## src/rtl/mod_n_ud_counter_if.sv

```systemverilog
// Control and status bundle for one modulo-N up/down counter stage.
// The master drives the controls; the slave (counter) returns count and status.
interface mod_n_ud_counter_if #(
  parameter int WIDTH = 4
);
  logic             en;
  logic             up;
  logic             load;
  logic [WIDTH-1:0] load_val;
  logic [WIDTH-1:0] q;
  logic             tc;
  logic             wrap;
  logic             load_err;

  modport master (
    output en, up, load, load_val,
    input  q, tc, wrap, load_err
  );

  modport slave (
    input  en, up, load, load_val,
    output q, tc, wrap, load_err
  );
endinterface

```

## src/rtl/mod_n_ud_counter.sv

```systemverilog
// Modulo-N up/down counter with parallel load, combinational terminal count and wrap/load-error pulses.
// Latency: q, wrap and load_err are registered (1 cycle); tc is combinational. No backpressure: steps whenever en is high.
module mod_n_ud_counter #(
  parameter int WIDTH = 4,
  parameter int MOD   = 12
) (
  input logic               clk,
  input logic               rst,
  mod_n_ud_counter_if.slave bus
);

  if (MOD < 2 || MOD > (1 << WIDTH)) begin : g_bad_mod
    $error("mod_n_ud_counter: MOD must lie in 2..2**WIDTH");
  end

  localparam logic [WIDTH-1:0] MAX_VAL = WIDTH'(MOD - 1);
  // One extra bit so MOD == 2**WIDTH is representable and every load_val is then legal.
  localparam logic [WIDTH:0]   MOD_EXT = (WIDTH + 1)'(MOD);

  logic [WIDTH-1:0] q_r;
  logic [WIDTH-1:0] q_nxt;
  logic             wrap_r;
  logic             wrap_nxt;
  logic             err_r;
  logic             err_nxt;
  logic             at_max;
  logic             at_zero;
  logic             load_ok;

  always_comb begin
    at_max  = (q_r == MAX_VAL);
    at_zero = (q_r == '0);
    load_ok = ({1'b0, bus.load_val} < MOD_EXT);
  end

  always_comb begin
    q_nxt    = q_r;
    wrap_nxt = 1'b0;
    err_nxt  = 1'b0;
    if (bus.load) begin
      if (load_ok) begin
        q_nxt = bus.load_val;
      end else begin
        err_nxt = 1'b1;
      end
    end else if (bus.en) begin
      if (bus.up) begin
        if (at_max) begin
          q_nxt    = '0;
          wrap_nxt = 1'b1;
        end else begin
          q_nxt = q_r + WIDTH'(1);
        end
      end else begin
        if (at_zero) begin
          q_nxt    = MAX_VAL;
          wrap_nxt = 1'b1;
        end else begin
          q_nxt = q_r - WIDTH'(1);
        end
      end
    end
  end

  always_ff @(posedge clk) begin
    if (rst) begin
      q_r    <= '0;
      wrap_r <= 1'b0;
      err_r  <= 1'b0;
    end else begin
      q_r    <= q_nxt;
      wrap_r <= wrap_nxt;
      err_r  <= err_nxt;
    end
  end

  // tc looks only at en, not load, so a cascade sees the raw step request of this stage.
  assign bus.tc       = bus.en & ((bus.up & at_max) | (~bus.up & at_zero));
  assign bus.q        = q_r;
  assign bus.wrap     = wrap_r;
  assign bus.load_err = err_r;

endmodule
```

## src/flat_wrapper.sv

```systemverilog
// flat-port wrapper written by rule: the top's interface ports become plain ports
module mod_n_ud_counter_flat 
#(
  parameter int WIDTH = 4,
  parameter int MOD   = 12
)
  (clk, rst, bus_en, bus_up, bus_load, bus_load_val, bus_q, bus_tc, bus_wrap, bus_load_err);
  mod_n_ud_counter_if #(.WIDTH(WIDTH)) bus_i ();
  input logic clk;
  input logic rst;
  input wire logic [$bits(bus_i.en)-1:0] bus_en;
  input wire logic [$bits(bus_i.up)-1:0] bus_up;
  input wire logic [$bits(bus_i.load)-1:0] bus_load;
  input wire logic [$bits(bus_i.load_val)-1:0] bus_load_val;
  output wire logic [$bits(bus_i.q)-1:0] bus_q;
  output wire logic [$bits(bus_i.tc)-1:0] bus_tc;
  output wire logic [$bits(bus_i.wrap)-1:0] bus_wrap;
  output wire logic [$bits(bus_i.load_err)-1:0] bus_load_err;
  assign bus_i.en = bus_en;
  assign bus_i.up = bus_up;
  assign bus_i.load = bus_load;
  assign bus_i.load_val = bus_load_val;
  assign bus_q = bus_i.q;
  assign bus_tc = bus_i.tc;
  assign bus_wrap = bus_i.wrap;
  assign bus_load_err = bus_i.load_err;
  mod_n_ud_counter #(.WIDTH(WIDTH), .MOD(MOD)) u_core (.clk(clk), .rst(rst), .bus(bus_i));
endmodule
```

## config.mk

```make
export PLATFORM = sky130hd
export DESIGN_NAME = mod_n_ud_counter_flat
export DESIGN_NICKNAME = d
export VERILOG_FILES = /design/src/rtl/mod_n_ud_counter_if.sv /design/src/rtl/mod_n_ud_counter.sv /design/src/flat_wrapper.sv
export SDC_FILE = /design/constraint.sdc
export NUM_CORES = 1
export LEC_CHECK = 0
export CAP_MARGIN = 10
export CORE_AREA = 2 2 39 41
export DETAILED_ROUTE_END_ITERATION = 12
export DIE_AREA = 0 0 41 43
export DONT_BUFFER_PORTS = 1
export PLACE_DENSITY = 0.47
export REMOVE_ABC_BUFFERS = 1
export SYNTH_ARGS = -nofsm -noshare
export SYNTH_HDL_FRONTEND = slang
export SYNTH_SLANG_ARGS = --single-unit
```

## constraint.sdc

```tcl
create_clock -name clk -period 1.7 [get_ports clk]
set_clock_uncertainty 0.05 [all_clocks]
set_input_delay 0.34 -clock clk [delete_from_list [all_inputs] [get_ports clk]]
set_output_delay 0.34 -clock clk [all_outputs]
set_load 0.02 [all_outputs]
```

== Word-level counts from Yosys, hierarchy flattened ==
Index checks and enable logic that the tools add are counted.

* Register bits: 6
* Output and inout bits: 7
* Word-level logic and storage cells: 30

* Add/subtract/negate cells: 2
* Order comparisons: 1
* Eq/ne operators: 2
* Multiplexer cells: 10
* Bitwise operators: 7
* Reductions and logical operators: 5

{| class="wikitable"
|+ Operators by type and width
! kind !! number
|-
| 4-bit 2-to-1 mux || 6
|-
| 4-bit by 1-bit adder with 4-bit output (second input constant) || 1
|-
| 4-bit equality test (second input constant) || 1
|-
| 4-bit zero test || 1
|-
| 4-bit < comparator (second input constant) || 1
|-
| 1-bit 2-to-1 mux || 4
|-
| 4-bit by 1-bit subtractor with 4-bit output (second input constant) || 1
|-
| 1-bit AND || 3
|-
| 1-bit inverter || 3
|-
| 3-bit OR reduction || 1
|-
| 2-bit by 1-bit != test with 1-bit output (second input constant) || 1
|-
| 2-bit AND reduction || 1
|-
| 2-bit nonzero test || 1
|-
| 2-bit OR reduction || 1
|-
| 1-bit bitwise OR || 1
|}

== Logic depth before layout (Yosys ltp) ==
Gate-level depths: netlist of the first run.

* Depth after elaboration: 5
* Depth in mapped cells: 6
* Mapped depth without buffers: 6

== Worst setup path after synthesis of the first run ==
Ideal clock, no wire load.

* Path type: register -> output
* From: register u_core.q_r[0], in the netlist u_core.bus.q[0]
* To: output bus_tc
* Arrival time: 1298 ps
* Required time: 1310 ps
* Path slack: 12 ps
* Cell stages (with the launch flop): 6
* Path buffers: 0
* Cells stage by stage: dfxtp_1 > inv_1 > ha_1 > nor3b_1 > a31oi_1 > nor3b_2

* Word-level cells in the longest chain between the ends: 4
* Elaborated cells on any way between the ends: 6

{| class="wikitable"
|+ RTL lines
! element !! RTL line !! text
|-
| start, declared || mod_n_ud_counter.sv:20 || <nowiki>logic [WIDTH-1:0] q_r;</nowiki>
|-
| start signal, assigned || mod_n_ud_counter.sv:71 || <nowiki>q_r <= q_nxt;</nowiki>
|-
| 4-bit equality test or 4-bit zero test (tied branches) || mod_n_ud_counter.sv:31, mod_n_ud_counter.sv:32 ||
|-
| 1-bit AND || mod_n_ud_counter.sv:78 || <nowiki>assign bus.tc = bus.en & ((bus.up & at_max) | (~bus.up & at_zero));</nowiki>
|-
| 1-bit bitwise OR * || mod_n_ud_counter.sv:78 ||
|-
| 1-bit AND * || mod_n_ud_counter.sv:78 ||
|-
| end, declared || flat_wrapper.sv:16 || <nowiki>output wire logic [$bits(bus_i.tc)-1:0] bus_tc;</nowiki>
|}

Mark *: on every way between the ends. The rest lies on a longest branch, timed or not.

== Worst setup path in the final report of the first run ==
* From: register u_core.q_r[1], in the netlist u_core.bus.q[1]
* To: output bus_tc

Same word-level chain as after synthesis.

==> results of run 1 <==
-- worst max path at each step --
stage / cells past startpoint / to
2_1_floorplan: 5 / bus_tc
5_1_grt: 5 / bus_tc
3_3_place_gp: 5 / bus_tc
3_5_place_dp: 5 / bus_tc
6_report: 5 / bus_tc
4_1_cts: 5 / bus_tc
-- where the power goes --
group | switching [mW] | total (mW) | internal [mW] | leakage (nW)
sequential | 0.0170 | 0.170 | 0.153 | 0.0500
combinational | 0.0700 | 0.144 | 0.0744 | 0.171
clock | 0.0552 | 0.135 | 0.0801 | 0.0138
total | 0.142 | 0.449 | 0.307 | 0.235
-- synth_stat cells, drive strengths merged --
cell / number
a211oi: 1
nor4: 1
inv: 6
nor4b: 1
o21ai: 4
a31oi: 4
buf: 4
a21oi: 9
nand4b: 1
dfxtp: 6
a311oi: 1
nor2: 5
o31ai: 1
o211ai: 1
or4: 1
ha: 2
nor3b: 3
nand3b: 2
mux2i: 1
xor2: 1
nand2: 2
and4: 1
nor3: 1
-- final cells by class --
type                            instances  area, sq um  area share, %
Tap cell                               16        20.02          3.383
Clock buffer                            3        22.52          3.805
Multi-Input combinational cell         43        317.8          53.70
Inverter                                6        22.52          3.805
Sequential cell                         6        122.6          20.72
Timing Repair Buffer                   11        86.33          14.59
-- state kept, by name, summed over array words and instances (netlist names) --
| signal | flops |
|---|---|
| u_core.bus.wrap | 1 |
| u_core.bus.q | 4 |
| u_core.bus.load_err | 1 |
-- through the flow --
stage                     area [sq um]  setup TNS, ns
final                            591.8       -0.04899
after global placement           520.5              0
after floorplan                  440.4      -0.007584
after global routing             591.8        -0.1144
after detailed placement         520.5              0
after CTS                        591.8       -0.09265
-- per-layer routing --
metal	global-route usage [%]	vias to the layer above
met1	18.71	210
met2	22.81	18
li1	-	237
met4	8.000	0
met5	0	-
met3	9.424	2
-- worst max-delay path: cells and delay by family, from the launching register on --
kind | cells | cell delay, ns
adder cells (fa/ha/maj) | 1 | 0.12
AO/OA/AOI/OAI | 1 | 0.06
flip-flops | 1 | 0.33
AND/OR/NAND/NOR | 2 | 0.52
buffers and inverters | 1 | 0.07
-- logic make-up after synthesis --
group           count (synthesis)  synth area share, %
simple gates                   18                26.44
xor+xnor                        1                1.833
buf+inv                        10                12.56
compound gates                 21                26.70
flops                           6                25.13
fa+ha+maj                       2                5.235
mux                             1                2.094
-- timing repair --
item,CTS,global route
gates resized for setup,9,0
hold buffers,0,0
setup buffers,3,0
setup endpoints to repair,1,1
pin swaps,1,2
hold endpoints to repair,0,0
==> impl_summary.md, run 1 <==
Die
In this run the horizontal extent of the chip is 41 microns. The floorplan step defined a die boundary enclosing 0.001763 sq mm. The die is 43 microns tall.

The core outline area is 0.001384 sq mm. The initial core utilization is 34.54%. The floorplan has 14 rows. The number of primary I/O pins is 16.

Critical path
On the worst path, the slowest cell contributes a delay of 0.39 ns. For the worst flop-to-flop path, the logic depth is 5. The required time of the critical path is 1.31 ns. The cell seen most often among critical-path stages is nor3b_2. The register-to-register setup slack is 0.23 ns. For this design, the slowest cell found on the critical path is nor3b_2.

The startpoint of the lowest-slack register-to-register path is u_core.bus.q[1]. The largest fanout of any net on the critical path is 3. The end of the worst register-to-register path is u_core.bus.q[3].

The critical path is of the reg2out type. STA classifies the critical path startpoint as a register. The worst setup path is captured at an output port. The data arrival time of the critical path is 1.36 ns. In this run the worst setup path begins at u_core.bus.q[1].

Traced cell by cell, the critical path runs through inv_2, ha_4, nor3b_2, a31oi_1, nor3b_2.

Final layout
Fill cells in the final layout number 141. The post-synthesis to final-layout area growth is 23.82%. Leaving out filler cells and counting taps, the final layout contains 85.

The library cells used most frequently in the layout, excluding fill and tap cells, are buf_4, a21oi_1, nor2_1. The diode insertion count for antenna repair is 0. The share of layout cells above drive strength 1 is 39.13%. The number of nets in the layout is 82.

The most common library cell in the layout ignoring fill and taps is buf_4. Cells fill 42.77% of the core in the end.

Clock network
The post-CTS clock slew at the launch and capture registers of the worst setup and hold paths is 0.05 ns. The root buffer cell chosen for the clock tree is clkbuf_4. The maximum number of buffers from clock root to sink is 2. The number of clock sinks is 6. The deepest level of the CTS H-tree is 1. TritonCTS built the clock tree. The CTS buffer count is 3.

For the worst-skew pair, the clock arrives at the later sink with an insertion delay of 0.25 ns.

Pwr
Dividing total power by cell area gives a power density of 759.4 mW/mm^2. The post-layout total power is 0.4494 mW. Across the VDD grid, the largest voltage drop is 0.3377 mV. In this run the static leakage power is 0.2350 nW.

Global route
Global routing used 16.18% of the available tracks. Entering global routing, the biggest net connects 13 pins. The sum of overflow across all layers after global routing is 0.

The wire length of the first global-routing pass is 1.863 mm. The number of global-route vias before repair came to 430. The initial antenna violation count is 0.

Logic synthesis
The area share of the largest cell type after synthesis is 25.13%. The sequential fraction of the synthesis area is 25.13%. The flop and latch count out of synthesis is 6. The total standard cell area after synthesis is 478.0 sq um. The post-synthesis cell type with the largest combined area is dfxtp_1. The synthesized instance count is 59. Yosys attributes the largest share of cell area to dfxtp_1, a21oi_1, ha_1, nor3b_2, buf_6. Yosys printed 0 warnings. The synthesized netlist contains 27 unique library cells. Each instance of the synthesized netlist takes up on average 8.101 sq um.

Route
The length of routed met2 wiring is 553 microns. The count of nets left with antenna violations once routing finished came out at 0. The number of optimization iterations in the first detailed-route pass is 4. Detailed routing inserted a total of 467 vias. Dividing the detail-routed via count by the number of cells gives 5.494.

After the first detailed-routing iteration, the DRC count stood at 13. The per-cell routed wire length is 13.91 microns. The met3 wire length is 78 microns. The routed length on met1 is 535 microns.

Wires add up to 1.182 mm. The highest layer used for signal routing is met4. The residual DRC count is 0.

Placed design
At the end of routability-driven placement, the weighted congestion stood at 0.7148. The cell count after placement is 79. The minimum setup slack after placement is 0.1219 ns.

Buffers placed on the I/O ports in this run total 0. The wire-length estimate of the detail-placed layout is 875.7 microns.

STA
Setup violations remaining at the end of the flow were counted as 1. The final critical path time including I/O delays and setup is 1.749 ns. The max-slew violation count is 0. Setup repair after global routing could not meet its margin everywhere. The final hold slack is 0.1042 ns. The final critical-path share of the clock period is 102.9%. The transition time at the pin with the least slew margin is 0.4225 ns. Across all setup checks in the final design, the least slack found is -0.04899 ns. Headroom to the max-slew limit came out at 71.71%. The number of hold-slack violations in the final timing report is 0. Based on the critical path, the design can be clocked at up to 571.8 MHz.

Status
The run finished, with violations left. The final reports fail on negative setup slack.

Worst hold path
Counting instances, the worst hold path has a depth of 1. The worst hold path terminates at u_core.bus.q[1]. The path class of the tightest hold or removal check is in2reg.

The hold path startpoint is rst.

Flow run
The max capacitance violation total is 0.
No activity file was read; power rests on OpenSTA's default activity.
==> run 2, diff against run 1 <==
CTS_CLUSTER_SIZE = 16   (was default)
==> results of run 2 <==
Final layout, timing and power as in run 1 (identical DEF).
==> run 3, diff against run 2 <==
CAP_MARGIN = default   (was 10)
MAX_ROUTING_LAYER = met4   (was default)
REMOVE_ABC_BUFFERS = default   (was 1)
==> run 3 against run 2 <==
  * The flow still finishes with violations (negative setup slack)
  * Clock power about the same
  * Non-clock buffer count decreased by 5
  * Global-route usage shrank 1.1 points
  * Critical path depth stayed put
  * Via count fell by 4.9%
  * Die area did not move
  * Sequential power about the same
  * Fmax decreased by 0.57%
  * Power down 3.0%
==> impl_summary.md, run 3 (same netlist as run 1, synthesis figures left out) <==
Global route
The most congested layer reported by global routing is met2. Global routing used 7.853% of the available met3 tracks. Global routing used 15.11% of the available tracks across all layers. The initial antenna violation count is 0. In the global route stage, met2 resource usage came out at 21.25%. The sum of overflow across all layers after global routing is 0.

Entering global routing, the biggest net connects 12 pins. Global routing used 17.63% of the available met1 tracks. The number of global-route vias before repair is 424. The wire length of the first global-routing pass is 1.718 mm.

Pwr
The clock share of power is 30.7%. Total power for the finished layout comes to 0.4358 mW. Sequential cells burn 39.4% of the power.

The proportion of total power due to net switching is 32.08%. The worst IR drop on VDD is 0.2996 mV. The net load switching power is 0.1398 mW. The fraction of power consumed by combinational cells is 29.9%. The internal portion of total power is 0.2960 mW. Summed over all cells, the static leakage comes to 0.2122 nW.

The power density over the cells is 765.6 mW/mm^2.

STA
The headroom to the max-slew limit is 72.02%. The count of final setup violators is 1. Of the available clock period, the critical path in the final layout requires 103.5%. The number of hold-slack violations in the final timing report is 0.

Across all setup checks in the final design, the least slack found is -0.05894 ns. The max-slew violation count is 0. The worst path in the final design needs a cycle of 1.759 ns, including I/O delays and setup. For this run, the top clock speed supported by timing is 568.5 MHz. Setup repair after global routing could not meet its margin everywhere. The transition time at the pin with the least slew margin is 0.4179 ns.

Route
The count of nets left with antenna violations after detail routing is 0. The residual DRC count is 0. The detailed-route vias per instance is 5.550. The vias after detailed routing is 444. The first routing iteration left 12 violations. The number of optimization iterations in the first detailed-route pass is 4. After detailed routing, the total wire length is 1.121 mm. In the final routed layout, each cell accounts on average for 14.01 microns.

Critical path
The path type of the worst setup path is reg2out. The required time of the critical path is 1.31 ns. The element type at the critical path start is a register.

The end of the worst register-to-register path is u_core.bus.wrap. Data arrives at the worst endpoint at 1.37 ns. The path depth of the worst reg2reg path is 6. The register-to-register setup slack is 0.23 ns. The startpoint identified for the worst register-to-register timing path is u_core.bus.q[1]. The critical path capture point type is an output port. Of all nets on the critical path, the largest fanout is 2.

Final layout
The multi-input combinational cells in the finished layout cover a total of 327.8 sq um. The sequential cells in the finished layout cover a total of 123.9 sq um. The utilization of the core after routing is 41.14%. Compared with the post-synthesis result, the final layout area differs by 19.11%. The repair_antennas step left the layout with diodes totalling 0.

The share of layout cells above drive strength 1 is 35.94%. The number of fillers in the final layout is 155. Once layout is complete, the cells apart from fillers number 80. The net count of the finished layout is 77. Leaving out fill and tap cells, the most frequent cells in the layout are a21oi_1, nor2_1, o21ai_0, buf_4. The register with the most flip-flops in the layout has 4 of them. The library cell used most frequently in the layout, excluding fill and tap cells, is a21oi_1.

Clock network
The TritonCTS clock tree is yes. In this run the number of H-tree levels came out at 1. The buffer count from post-CTS setup fixing is 0. The number of clock sinks is 6. After clock tree synthesis, the flow added hold-fix buffers numbering 0. The post-CTS clock slew at the launch and capture registers of the worst setup and hold paths is 0.05 ns.

TritonCTS created 3 clock buffers. The maximum number of buffers from clock root to sink is 2. Clock latency on the worst-skew pair, taken at its later pin, is 0.24 ns. The clock tree root buffer cell is clkbuf_4.

Worst hold path
Counting instances, the worst hold path has a depth of 1. The class of the tightest hold or removal check is in2reg. The hold-critical path endpoint is u_core.bus.q[0]. The startpoint identified for the worst hold timing path is rst.

Logic synthesis
The post-synth net total is 70.

Die
The core region is 0.001384 sq mm. The die is 43 microns tall. The floorplan row count is 14.

In this run the count of I/O pins placed on the die edge is 16. The floorplan step defined a die boundary enclosing 0.001763 sq mm. The horizontal die dimension is 41 microns.

For this configuration, the core starts out at a cell density of 34.54%.

Status
The checks that failed: negative setup slack. The run finished, with violations left.

Flow run
The max capacitance violation total is 0.

Placed design
Routability-driven placement finished with a final weighted congestion of 0.6748. The number of buffers added on ports is 0. After legalization and detailed placement, the total HPWL measured 849 microns. In this run, placement finished with an instance count of 77.
## run 3: what timing repair did
item	CTS	global route
pin swaps	2	1
resized for setup	12	0
setup endpoints to repair	1	1
cloned	0	0
## run 3: layer usage
layer  wire (microns)  share of wire, %  vias to the layer above
li1                 -                 -                      231
met1              490                44                      195
met2              511                46                       16
met3              108               9.6                        2
met4               10              0.89                        0
met5                0                 0                        -
## run 3: worst max path at each step
| stage | start | endpoint | depth (start not counted) |
|---|---|---|---|
| 3_5_place_dp | u_core.bus.q[1] | bus_tc | 4 |
| 3_3_place_gp | u_core.bus.q[1] | bus_tc | 4 |
| 2_1_floorplan | u_core.bus.q[0] | bus_tc | 5 |
| 6_report | u_core.bus.q[1] | bus_tc | 5 |
| 5_1_grt | u_core.bus.q[1] | bus_tc | 5 |
| 4_1_cts | u_core.bus.q[1] | bus_tc | 5 |
## run 3: worst max-delay path, stage by stage, from the launching register on
cell	delay, ns
dfxtp_2	0.32
inv_2	0.06
ha_4	0.12
nor3b_2	0.15
a31oi_1	0.07
nor3b_2	0.39
## run 3: power by group through the flow
stage,logic [mW],clock network (mW),registers (mW)
2_1_floorplan,0.0917,0,0.177
3_3_place_gp,0.119,0,0.171
3_5_place_dp,0.118,0,0.171
4_1_cts,0.131,0.141,0.172
5_1_grt,0.145,0.150,0.174
6_report,0.130,0.134,0.172
## run 3: per-stage QoR
| stage | cell area, sq um | TNS (ns) | hold WS (ns) | setup slack (ns) |
|---|---|---|---|---|
| finish | 569.3 | -0.05894 | 0.1016 | -0.05894 |
| detailed placement | 505.5 | 0 | 0.3623 | 0.1200 |
| CTS | 569.3 | -0.08031 | 0.09257 | -0.08031 |
| floorplan | 478.0 | 0 | 0.3607 | 0.01165 |
| global placement | 505.5 | 0 | 0.3638 | 0.1177 |
| global route | 569.3 | -0.1182 | 0.08641 | -0.1182 |
## run 3: layout make-up
cell class	instances	share of cell area (%)
clock buffer	3	3.956
inverter	6	3.956
tap	16	3.516
timing repair buffer	6	9.231
sequential	6	21.76
multi-input combinational	43	57.58
